<file path="src/rtl/rca_pkg.sv">
// Shared types and helpers for the round-robin ripple-carry add arbiter.
// The chaining state type is used only when ADD_ARB_CHAIN_EN is defined.
package rca_pkg;

   typedef enum logic [0:0] {
      ARB_IDLE   = 1'b0,
      ARB_LOCKED = 1'b1
   } arb_state_t;

   function automatic int idw(input int n);
      return (n > 1) ? $clog2(n) : 1;
   endfunction

endpackage

</file>
<file path="src/rtl/rca_arbiter_fa.sv">
// One-bit full adder cell, chained by the arbiter's adder stage into a ripple-carry adder.
module rca_fa (
   input  logic i_a,
   input  logic i_b,
   input  logic i_c,
   output logic o_s,
   output logic o_c
);

   assign o_s = i_a ^ i_b ^ i_c;
   assign o_c = (i_a & i_b) | (i_c & (i_a ^ i_b));

endmodule

</file>
<file path="src/rtl/rca_arbiter_rr.sv">
// Round-robin grant logic: rotating pointer plus an owner register that pins the grant
// while it is stalled (not accepted) or while a chained sequence holds the arbiter.
module rr_arbiter
   import rca_pkg::*;
#(
   parameter  int N_REQ = 4,
   localparam int IDW   = idw(N_REQ)
) (
   input  logic             i_clk,
   input  logic             i_rst_n,
   input  logic [N_REQ-1:0] i_req,
   input  logic             i_accept,
   input  logic             i_hold,
   output logic [N_REQ-1:0] o_grant,
   output logic [IDW-1:0]   o_grant_id,
   output logic             o_grant_vld
);

   logic [IDW-1:0]   r_ptr;
   logic [IDW-1:0]   r_own_id;
   logic             r_stall_v;
   logic [N_REQ-1:0] w_grant;
   logic [IDW-1:0]   w_gid;
   logic             w_gvld;

   // A pinned owner wins outright; under hold nobody else may be granted.
   always_comb begin
      int             v_idx;
      logic [IDW-1:0] v_sel;
      w_grant = '0;
      w_gid   = '0;
      w_gvld  = 1'b0;
      v_idx   = 0;
      v_sel   = '0;
      if ((i_hold || r_stall_v) && i_req[r_own_id]) begin
         w_gvld = 1'b1;
         w_gid  = r_own_id;
      end
      if (!w_gvld && !i_hold) begin
         for (int k = 0; k < N_REQ; k++) begin
            v_idx = int'(r_ptr) + k;
            if (v_idx >= N_REQ) v_idx = v_idx - N_REQ;
            v_sel = IDW'(v_idx);
            if (!w_gvld && i_req[v_sel]) begin
               w_gvld = 1'b1;
               w_gid  = v_sel;
            end
         end
      end
      if (w_gvld) w_grant[w_gid] = 1'b1;
   end

   always_ff @(posedge i_clk or negedge i_rst_n) begin
      if (!i_rst_n) begin
         r_ptr     <= '0;
         r_own_id  <= '0;
         r_stall_v <= 1'b0;
      end else if (w_gvld) begin
         r_own_id  <= w_gid;
         r_stall_v <= !i_accept;
         if (i_accept) r_ptr <= (w_gid == IDW'(N_REQ - 1)) ? '0 : w_gid + 1'b1;
      end else begin
         r_stall_v <= 1'b0;
      end
   end

   assign o_grant     = w_grant;
   assign o_grant_id  = w_gid;
   assign o_grant_vld = w_gvld;

endmodule

</file>
<file path="src/rtl/rca_arbiter.sv">
// N_REQ requesters share one registered ripple-carry adder (S1 operands, S2 result), round-robin.
// Define ADD_ARB_CHAIN_EN for multi-word chaining via req_last and a carried-over carry.
module rca_arbiter
   import rca_pkg::*;
#(
   parameter  int N_REQ = 4,
   parameter  int WIDTH = 4,
   localparam int IDW   = idw(N_REQ)
) (
   input  logic                   clk,
   input  logic                   rst,
   input  logic [N_REQ-1:0]       req_valid,
   output logic [N_REQ-1:0]       req_ready,
   input  logic [N_REQ*WIDTH-1:0] req_a,
   input  logic [N_REQ*WIDTH-1:0] req_b,
   input  logic [N_REQ-1:0]       req_cin,
`ifdef ADD_ARB_CHAIN_EN
   input  logic [N_REQ-1:0]       req_last,
`endif
   output logic                   res_valid,
   input  logic                   res_ready,
   output logic [WIDTH:0]         res_sum,
   output logic [IDW-1:0]         res_id
);

   logic             r_run;
   logic             w_adv1;
   logic             w_adv2;
   logic             w_accept;
   logic             w_hold;
   logic [N_REQ-1:0] w_grant;
   logic [IDW-1:0]   w_gid;
   logic             w_gvld;
   logic [WIDTH-1:0] w_a_arr [N_REQ];
   logic [WIDTH-1:0] w_b_arr [N_REQ];

   logic             r_s1_v;
   logic [WIDTH-1:0] r_s1_a;
   logic [WIDTH-1:0] r_s1_b;
   logic             r_s1_cin;
   logic [IDW-1:0]   r_s1_id;
   logic             w_s1_cin;
   logic [WIDTH:0]   w_carry;
   logic [WIDTH-1:0] w_sum;

   logic             r_res_valid;
   logic [WIDTH:0]   r_res_sum;
   logic [IDW-1:0]   r_res_id;

   for (genvar gi = 0; gi < N_REQ; gi++) begin : g_unpack
      assign w_a_arr[gi] = req_a[gi*WIDTH +: WIDTH];
      assign w_b_arr[gi] = req_b[gi*WIDTH +: WIDTH];
   end

   // Accepts are held off until the first edge after reset release.
   always_ff @(posedge clk or negedge rst) begin
      if (!rst) r_run <= 1'b0;
      else      r_run <= 1'b1;
   end

   assign w_adv2    = !r_res_valid || res_ready;
   assign w_adv1    = !r_s1_v || w_adv2;
   assign w_accept  = w_gvld && w_adv1 && r_run;
   assign req_ready = w_grant & {N_REQ{w_adv1 && r_run}};

   rr_arbiter #(
      .N_REQ (N_REQ)
   ) u_rr (
      .i_clk       (clk),
      .i_rst_n     (rst),
      .i_req       (req_valid),
      .i_accept    (w_accept),
      .i_hold      (w_hold),
      .o_grant     (w_grant),
      .o_grant_id  (w_gid),
      .o_grant_vld (w_gvld)
   );

`ifdef ADD_ARB_CHAIN_EN
   arb_state_t r_state;
   logic       r_carry_q;
   logic       r_s1_chain;

   assign w_hold   = (r_state == ARB_LOCKED);
   assign w_s1_cin = r_s1_chain ? r_carry_q : r_s1_cin;

   always_ff @(posedge clk or negedge rst) begin
      if (!rst)          r_state <= ARB_IDLE;
      else if (w_accept) r_state <= req_last[w_gid] ? ARB_IDLE : ARB_LOCKED;
   end

   always_ff @(posedge clk or negedge rst) begin
      if (!rst)                  r_carry_q <= 1'b0;
      else if (r_s1_v && w_adv2) r_carry_q <= w_carry[WIDTH];
   end

   // A beat accepted while locked continues the previous beat's sum.
   always_ff @(posedge clk) begin
      if (w_accept) r_s1_chain <= w_hold;
   end
`else
   assign w_hold   = 1'b0;
   assign w_s1_cin = r_s1_cin;
`endif

   // ---- S1: operand stage ----
   always_ff @(posedge clk or negedge rst) begin
      if (!rst)        r_s1_v <= 1'b0;
      else if (w_adv1) r_s1_v <= w_accept;
   end

   always_ff @(posedge clk) begin
      if (w_accept) begin
         r_s1_a   <= w_a_arr[w_gid];
         r_s1_b   <= w_b_arr[w_gid];
         r_s1_cin <= req_cin[w_gid];
         r_s1_id  <= w_gid;
      end
   end

   assign w_carry[0] = w_s1_cin;
   for (genvar gi = 0; gi < WIDTH; gi++) begin : g_fa
      rca_fa u_fa (
         .i_a (r_s1_a[gi]),
         .i_b (r_s1_b[gi]),
         .i_c (w_carry[gi]),
         .o_s (w_sum[gi]),
         .o_c (w_carry[gi+1])
      );
   end

   // ---- S2: result stage ----
   always_ff @(posedge clk or negedge rst) begin
      if (!rst) begin
         r_res_valid <= 1'b0;
         r_res_sum   <= '0;
         r_res_id    <= '0;
      end else if (w_adv2) begin
         r_res_valid <= r_s1_v;
         if (r_s1_v) begin
            r_res_sum <= {w_carry[WIDTH], w_sum};
            r_res_id  <= r_s1_id;
         end
      end
   end

   assign res_valid = r_res_valid;
   assign res_sum   = r_res_sum;
   assign res_id    = r_res_id;

endmodule

</file>
<file path="config.mk">
export PLATFORM = sky130hd
export DESIGN_NAME = rca_arbiter
export DESIGN_NICKNAME = d
export VERILOG_FILES = /design/src/rtl/rca_pkg.sv /design/src/rtl/rca_arbiter_fa.sv /design/src/rtl/rca_arbiter_rr.sv /design/src/rtl/rca_arbiter.sv
export SDC_FILE = /design/constraint.sdc
export NUM_CORES = 1
export LEC_CHECK = 0
export CORE_ASPECT_RATIO = 1.75
export CORE_UTILIZATION = 30
export DETAILED_ROUTE_END_ITERATION = 12
export GPL_TIMING_DRIVEN = 0
export SLEW_MARGIN = 0
export SYNTH_ARGS = -nofsm -noshare
export SYNTH_HDL_FRONTEND = slang
export SYNTH_HIERARCHICAL = 1
export SYNTH_SLANG_ARGS = --single-unit
</file>
<file path="constraint.sdc">
create_clock -name clk -period 3.8 [get_ports clk]
set_input_delay 0.95 -clock clk [delete_from_list [all_inputs] [get_ports clk]]
set_output_delay 0.95 -clock clk [all_outputs]
set_load 0.01 [all_outputs]
</file>
==> results.py, run 1 <==
metrics = {
    "clock_network": {
        "cts.clk_slew.worst_paths_ns": 0.09,
        "cts_sinks": 26,
        "htree_num_levels": 1,
        "cts_tree": "built",
        "cts_buffers": 3,
        "clk_path_buf_depth": 2,
        "cts-hold-fix-buffers": 0,
        "cts-root-buf": "clkbuf_8",
        "clock_latency_ns": 0.27,
    },
    "layout": {
        "multiInputGateArea_um2": 816,
        "fill_cells": 465,
        "regArea_um2": 706,
        "nets": 236,
        "area_delta_synth_final_pct": 46.6,
        "fin_util_pct": 45.6,
        "drive_gt1_share_pct": 25.5,
        "antennaDiodeCount": 0,
        "postLayoutCellArea_um2": 2270,
    },
    "logic_synthesis": {
        "synthFlopType": "dfrtp_1",
        "netlist_area_um2": 1550,
        "synth_cell_types": 35,
        "synth_seq_area_share_pct": 45.6,
        "synthCells": 116,
        "ys_seq_elements": 26,
        "avgSynthCellArea_um2": 13.4,
        "synth-edff-count": 11,
        "async_flop_share_pct": 57.7,
        "ys.warnings.count": 6,
    },
    "place": {
        "dp_hpwl_um": 2620,
        "dpl-instance-area_um2": 2160,
        "io_buffers": 52,
        "gp_congestion": 0.735,
    },
    "worst_setup_path": {
        "end_kind": "primary output",
        "timing.critical_path.arrival_ns": 2.79,
        "crit_path_start_kind": "input pin",
        "crit_type": "in -> out",
        "path_max_fanout": 9,
        "required_ns": 2.85,
    },
    "grt": {
        "grt.total_usage_pct": 12.8,
        "grt_pass1_vias": 1298,
        "grt_pass1_wl_um": 5500,
        "grt-ovfl-total": 0,
        "antenna_found_initial": 0,
        "grt_max_degree": 16,
    },
    "timing": {
        "fin_skew_ns": 0.00119,
        "period_share_pct": 98.4,
        "min_period_ns": 3.74,
        "worst_pin_slew_ns": 1.18,
        "rsz0062_at_grt": "no",
        "drv_slew": 0,
        "slew_headroom_pct": 21.1,
        "fmax_mhz": 267,
        "fin_setup_tns_ns": 0,
        "finalHoldViolations": 0,
        "finalSetupViolCount": 0,
    },
    "min_path": {
        "min_path_type": "reg -> reg",
    },
    "route": {
        "final_antenna_net_count": 0,
        "dr_total_vias": 1160,
        "drt-met1-wl_um": 1150,
        "via_per_inst": 4.87,
        "wl_per_cell_um": 13.5,
        "met3RoutedLength_um": 115,
        "drt-pass1-iter-count": 3,
        "drt_iter0_drc": 11,
        "top_layer": "met4",
        "met2WireLength_um": 1910,
        "totalWireLength_um": 3210,
        "drc": 0,
    },
    "die": {
        "start_util_pct": 31.1,
        "die_y_um": 97.1,
        "std_cell_rows": 34,
        "die_area_um2": 5470,
        "num_io_pins": 55,
        "die_width_um": 56.3,
        "core_area_um2": 4980,
    },
    "pwr": {
        "total_power_mw": 1.44,
        "leakage_nw": 0.930,
        "vdd_drop_max_uv": 340,
        "p_per_area_nw_per_um2": 633,
    },
    "outcome": {
        "outcome": "complete, no violations",
    },
    "job": {
        "maxCapViolCount": 0,
    },
}
[sequential cells by signal, summed over array words and instances (netlist names)]
signal / count
res_sum: 5
r_s1_a: 4
r_s1_b: 4
r_s1_id: 2
res_id: 2
u_rr/r_own_id: 2
u_rr/r_ptr: 2
r_run: 1
r_s1_cin: 1
r_s1_v: 1
res_valid: 1
u_rr/r_stall_v: 1
[final cells by class]
class                   instances  share of cell area (%)
plain buffers                   5                    2.04
clock buffers                   3                    1.82
clock inverters                 1                    1.32
inverters                       4                   0.661
multi-input cells              86                    35.9
flip-flops and latches         26                    31.1
well taps                      54                    2.98
repair buffers                 59                    24.2
[path summary, 6_finish.rpt]
path / from / end / slack [ns] / cells past startpoint
hold / removal: r_s1_id[0] / res_id[0] / 0.48 / 1
hold reg to reg: r_s1_id[0] / res_id[0] / 0.48 / 1
setup reg to reg: u_rr/r_own_id[0] / u_rr/r_ptr[0] / 0.61 / 12
min in group asynchronous: rst / r_run / 1.10 / 1
max in group asynchronous: rst / u_rr/r_ptr[1] / 2.27 / 1
setup / recovery: req_valid[1] / req_ready[0] / 0.06 / 10
[cell usage in the layout, fill, tap and decap left out, types with 3 or more instances in the layout]
cell type / count
a21oi_1: 3
and3_1: 4
buf_2: 5
buf_4: 8
buf_6: 4
clkbuf_8: 3
clkdlybuf4s50_1: 46
conb_1: 7
dfrtp_1: 15
edfxtp_1: 11
fa_1: 4
ha_1: 4
inv_1: 4
mux2_2: 8
mux4_2: 10
nand2_1: 6
nand2b_1: 3
nor2_1: 3
nor2b_1: 6
o21ai_0: 4
[what timing repair did]
item,4_1_cts,5_1_grt
resized for setup,25,10
pin swaps,4,3
gates cloned,0,0
endpoints found under the setup margin,5,4
buffers inserted,7,0
hold endpoints to repair,0,0
[worst max-delay path, cell delays in order]
cell,delay (ns)
buf_4,0.14
mux4_2,0.47
a21oi_2,0.19
a32oi_2,0.13
buf_4,0.16
and2_4,0.16
ha_1,0.18
nor2b_1,0.12
and3_1,0.16
buf_2,0.13
[power by group]
part           internal (mW)  leakage [nW]  switching [mW]
clock                  0.141        0.0357          0.0841
sequential             0.423         0.282          0.0707
combinational          0.429         0.613           0.290
[stage by stage]
step / setup slack [ns] / hold WS, ns / instances
2_1_floorplan: 0.255 / 0.455 / 121
3_3_place_gp: -0.773 / 0.459 / 227
3_5_place_dp: -0.764 / 0.464 / 227
4_1_cts: 0.0333 / 0.479 / 238
5_1_grt: 0.00108 / 0.500 / 238
6_report: 0.0600 / 0.479 / 238
[cell families (layout without fill, tap and decap cells)]
kind of cell               Yosys count  after routing  share of synthesized area (%)
AOI/OAI and AO/OA                   18             18                           8.72
muxes                               20             20                           21.6
adders and majority gates            8              8                           8.40
DFF                                 26             26                           45.6
and+or+nand+nor                     33             33                           11.8
other                                2              7                          0.485
buffers and inverters                9             72                           3.39
[cell usage after synthesis, drive strengths merged, types with 3 or more instances]
| cell | n | share of area, % |
|---|---|---|
| a21oi | 4 | 1.5 |
| and3 | 5 | 2.1 |
| buf | 4 | 2.1 |
| dfrtp | 15 | 24 |
| edfxtp | 11 | 21 |
| fa | 4 | 5.2 |
| ha | 4 | 3.2 |
| inv | 4 | 0.97 |
| mux2 | 8 | 5.8 |
| mux4 | 10 | 15 |
| nand2 | 8 | 2.1 |
| nand2b | 3 | 1.2 |
| nor2 | 4 | 0.97 |
| nor2b | 6 | 2.4 |
| o21ai | 4 | 1.3 |
[layer usage]
metal	track usage, %	vias up
met5	0	-
met4	6.00	0
met3	1.86	2
met2	24.8	29
met1	12.8	569
li1	-	560
Note: power is estimated with default switching activity, not from simulation.
==> inputs of run 2 (changes only) <==
Settings changed: ABC_CLOCK_PERIOD_IN_PS from default to 3800, CAP_MARGIN from default to 20.
==> run 2 against run 1 <==
Final area is 0.33% higher. Sequential power hardly changed. Combinational power hardly changed. Setup slack better by 0.0047 ns. Critical path depth stayed put. Worst hold slack hardly changed. First-iteration DRC count stayed put. Global-route usage stayed put. Clock power hardly changed. Critical path type unchanged. Largest cell class unchanged. Highest routed layer unchanged.
==> results.py, run 2 (synthesis results as in run 1) <==
metrics = {
    "timing": {
        "fin_skew_ns": 0.00125,
        "drv_slew": 0,
        "worst_pin_slew_ns": 0.694,
        "min_period_ns": 3.74,
        "finalSetupViolCount": 0,
        "finalHoldViolations": 0,
        "timing.final.ws_setup_ns": 0.0647,
        "fmax_mhz": 268,
        "period_share_pct": 98.3,
        "slew_headroom_pct": 53.6,
        "rsz0062_at_grt": "no",
    },
    "pwr": {
        "vdd_drop_max_uv": 339,
        "pwr-share-clk_pct": 15.6,
        "sw_frac_of_total_pct": 30.8,
        "leakage_nw": 0.935,
        "p_per_area_nw_per_um2": 632,
        "p_int_uw": 995,
        "seqPwrFrac_pct": 34.2,
        "p_comb_share_pct": 50.1,
        "switchingPower_uw": 444,
    },
    "route": {
        "wl_per_cell_um": 13.4,
        "drc": 0,
        "final_antenna_net_count": 0,
        "via_per_inst": 4.91,
        "drt_iter0_drc": 11,
        "drt-pass1-iter-count": 4,
        "dr_total_vias": 1174,
        "totalWireLength_um": 3200,
    },
    "min_path": {
        "min_path_type": "reg -> reg",
    },
    "job": {
        "maxCapViolCount": 0,
    },
    "die": {
        "die_area_um2": 5470,
        "std_cell_rows": 34,
        "die_y_um": 97.1,
        "start_util_pct": 31.1,
        "num_io_pins": 55,
        "die_width_um": 56.3,
        "core_area_um2": 4980,
    },
    "grt": {
        "antenna_found_initial": 0,
        "grt_pass1_vias": 1298,
        "grt_max_degree": 16,
        "grt_pass1_wl_um": 5500,
        "grt.total_usage_pct": 12.8,
        "grt-ovfl-total": 0,
    },
    "layout": {
        "mostFrequentLayoutCell": "clkdlybuf4s50_1",
        "final_cell_mix": "clkdlybuf4s50_1, dfrtp_1, edfxtp_1",
        "fill_cells": 465,
        "drive_gt1_share_pct": 25.9,
        "largest_reg_flops": 5,
        "postLayoutCellArea_um2": 2280,
        "area_delta_synth_final_pct": 47.1,
        "regArea_um2": 706,
        "nets": 237,
        "multiInputGateArea_um2": 816,
        "antennaDiodeCount": 0,
        "layoutNonFillerInstCount": 239,
    },
    "worst_setup_path": {
        "required_ns": 2.85,
        "path_max_fanout": 9,
        "crit_buf_inv": 3,
        "crit_chain": "buf_4 > mux4_2 > a21oi_2 > a32oi_2 > buf_4 > and2_4 > ha_1 > nor2b_1 > and3_1 > buf_2",
        "critPathMaxStageDelay_ns": 0.47,
        "cp_common_cell": "buf_4",
        "timing.critical_path.arrival_ns": 2.79,
        "crit_type": "in -> out",
        "crit_family": "multiplexers",
        "crit_path_start_kind": "input pin",
        "cp_slowest_cell": "mux4_2",
        "end_kind": "primary output",
    },
    "outcome": {
        "outcome": "complete, no violations",
    },
    "clock_network": {
        "cts_buffers": 3,
        "clock_latency_ns": 0.27,
        "htree_num_levels": 1,
        "cts.clk_slew.worst_paths_ns": 0.09,
        "cts-hold-fix-buffers": 0,
        "cts_tree": "built",
        "cts_sinks": 26,
        "clk_path_buf_depth": 2,
        "cts-root-buf": "clkbuf_8",
    },
    "place": {
        "dp_hpwl_um": 2620,
        "place_inst": 227,
        "dpl-instance-area_um2": 2160,
        "gp_congestion": 0.735,
        "io_buffers": 52,
        "place_ws_ns": -0.764,
    },
}
-- run 2: area by class of cell --
cell class / count / area share (%)
plain buffers: 5 / 2.03
clock buffers: 3 / 1.81
clock inverters: 1 / 1.32
inverters: 4 / 0.659
multi-input cells: 86 / 35.8
flip-flops and latches: 26 / 31.0
well taps: 54 / 2.97
repair buffers: 60 / 24.4
-- run 2: power by group through the flow --
stage / registers, mW / clock network [mW] / logic [mW]
2_1_floorplan: 0.505 / 0 / 0.436
3_3_place_gp: 0.492 / 0 / 0.666
3_5_place_dp: 0.502 / 0 / 0.686
4_1_cts: 0.496 / 0.232 / 0.727
5_1_grt: 0.511 / 0.239 / 0.797
6_report: 0.493 / 0.225 / 0.722
-- run 2: metrics by stage --
step	power [mW]	util (%)	hold WS [ns]	setup TNS, ns
3_5_place_dp	1.19	43.3	0.464	-3.52
2_1_floorplan	0.941	-	0.455	0
4_1_cts	1.46	45.4	0.479	0
5_1_grt	1.55	45.8	0.500	0
6_report	1.44	45.8	0.479	0
3_3_place_gp	1.16	43.3	0.459	-3.39
-- run 2: routing by layer --
metal	global-route usage (%)	share of wire, %	wire length (um)	up-vias
met2	24.8	60	1920	29
li1	-	-	-	563
met4	6.00	0.97	31	0
met5	0	0	0	-
met3	1.86	3.6	115	2
met1	12.8	35	1130	580
-- run 2: timing repair --
action,CTS,global route
setup endpoints to repair,5,3
pin swaps,4,3
resized for setup,25,10
cloned,0,0
buffers inserted,7,0
-- run 2: final timing paths --
check                                 start             to  slack [ns]  cells after the start
setup / recovery               req_valid[1]   req_ready[0]        0.06                     10
hold / removal                   r_s1_id[0]      res_id[0]        0.48                      1
setup reg to reg           u_rr/r_own_id[0]      r_s1_a[1]        1.18                      9
hold reg to reg                  r_s1_id[0]      res_id[0]        0.48                      1
max in group asynchronous               rst  u_rr/r_ptr[1]        2.27                      1
min in group asynchronous               rst          r_run        1.10                      1
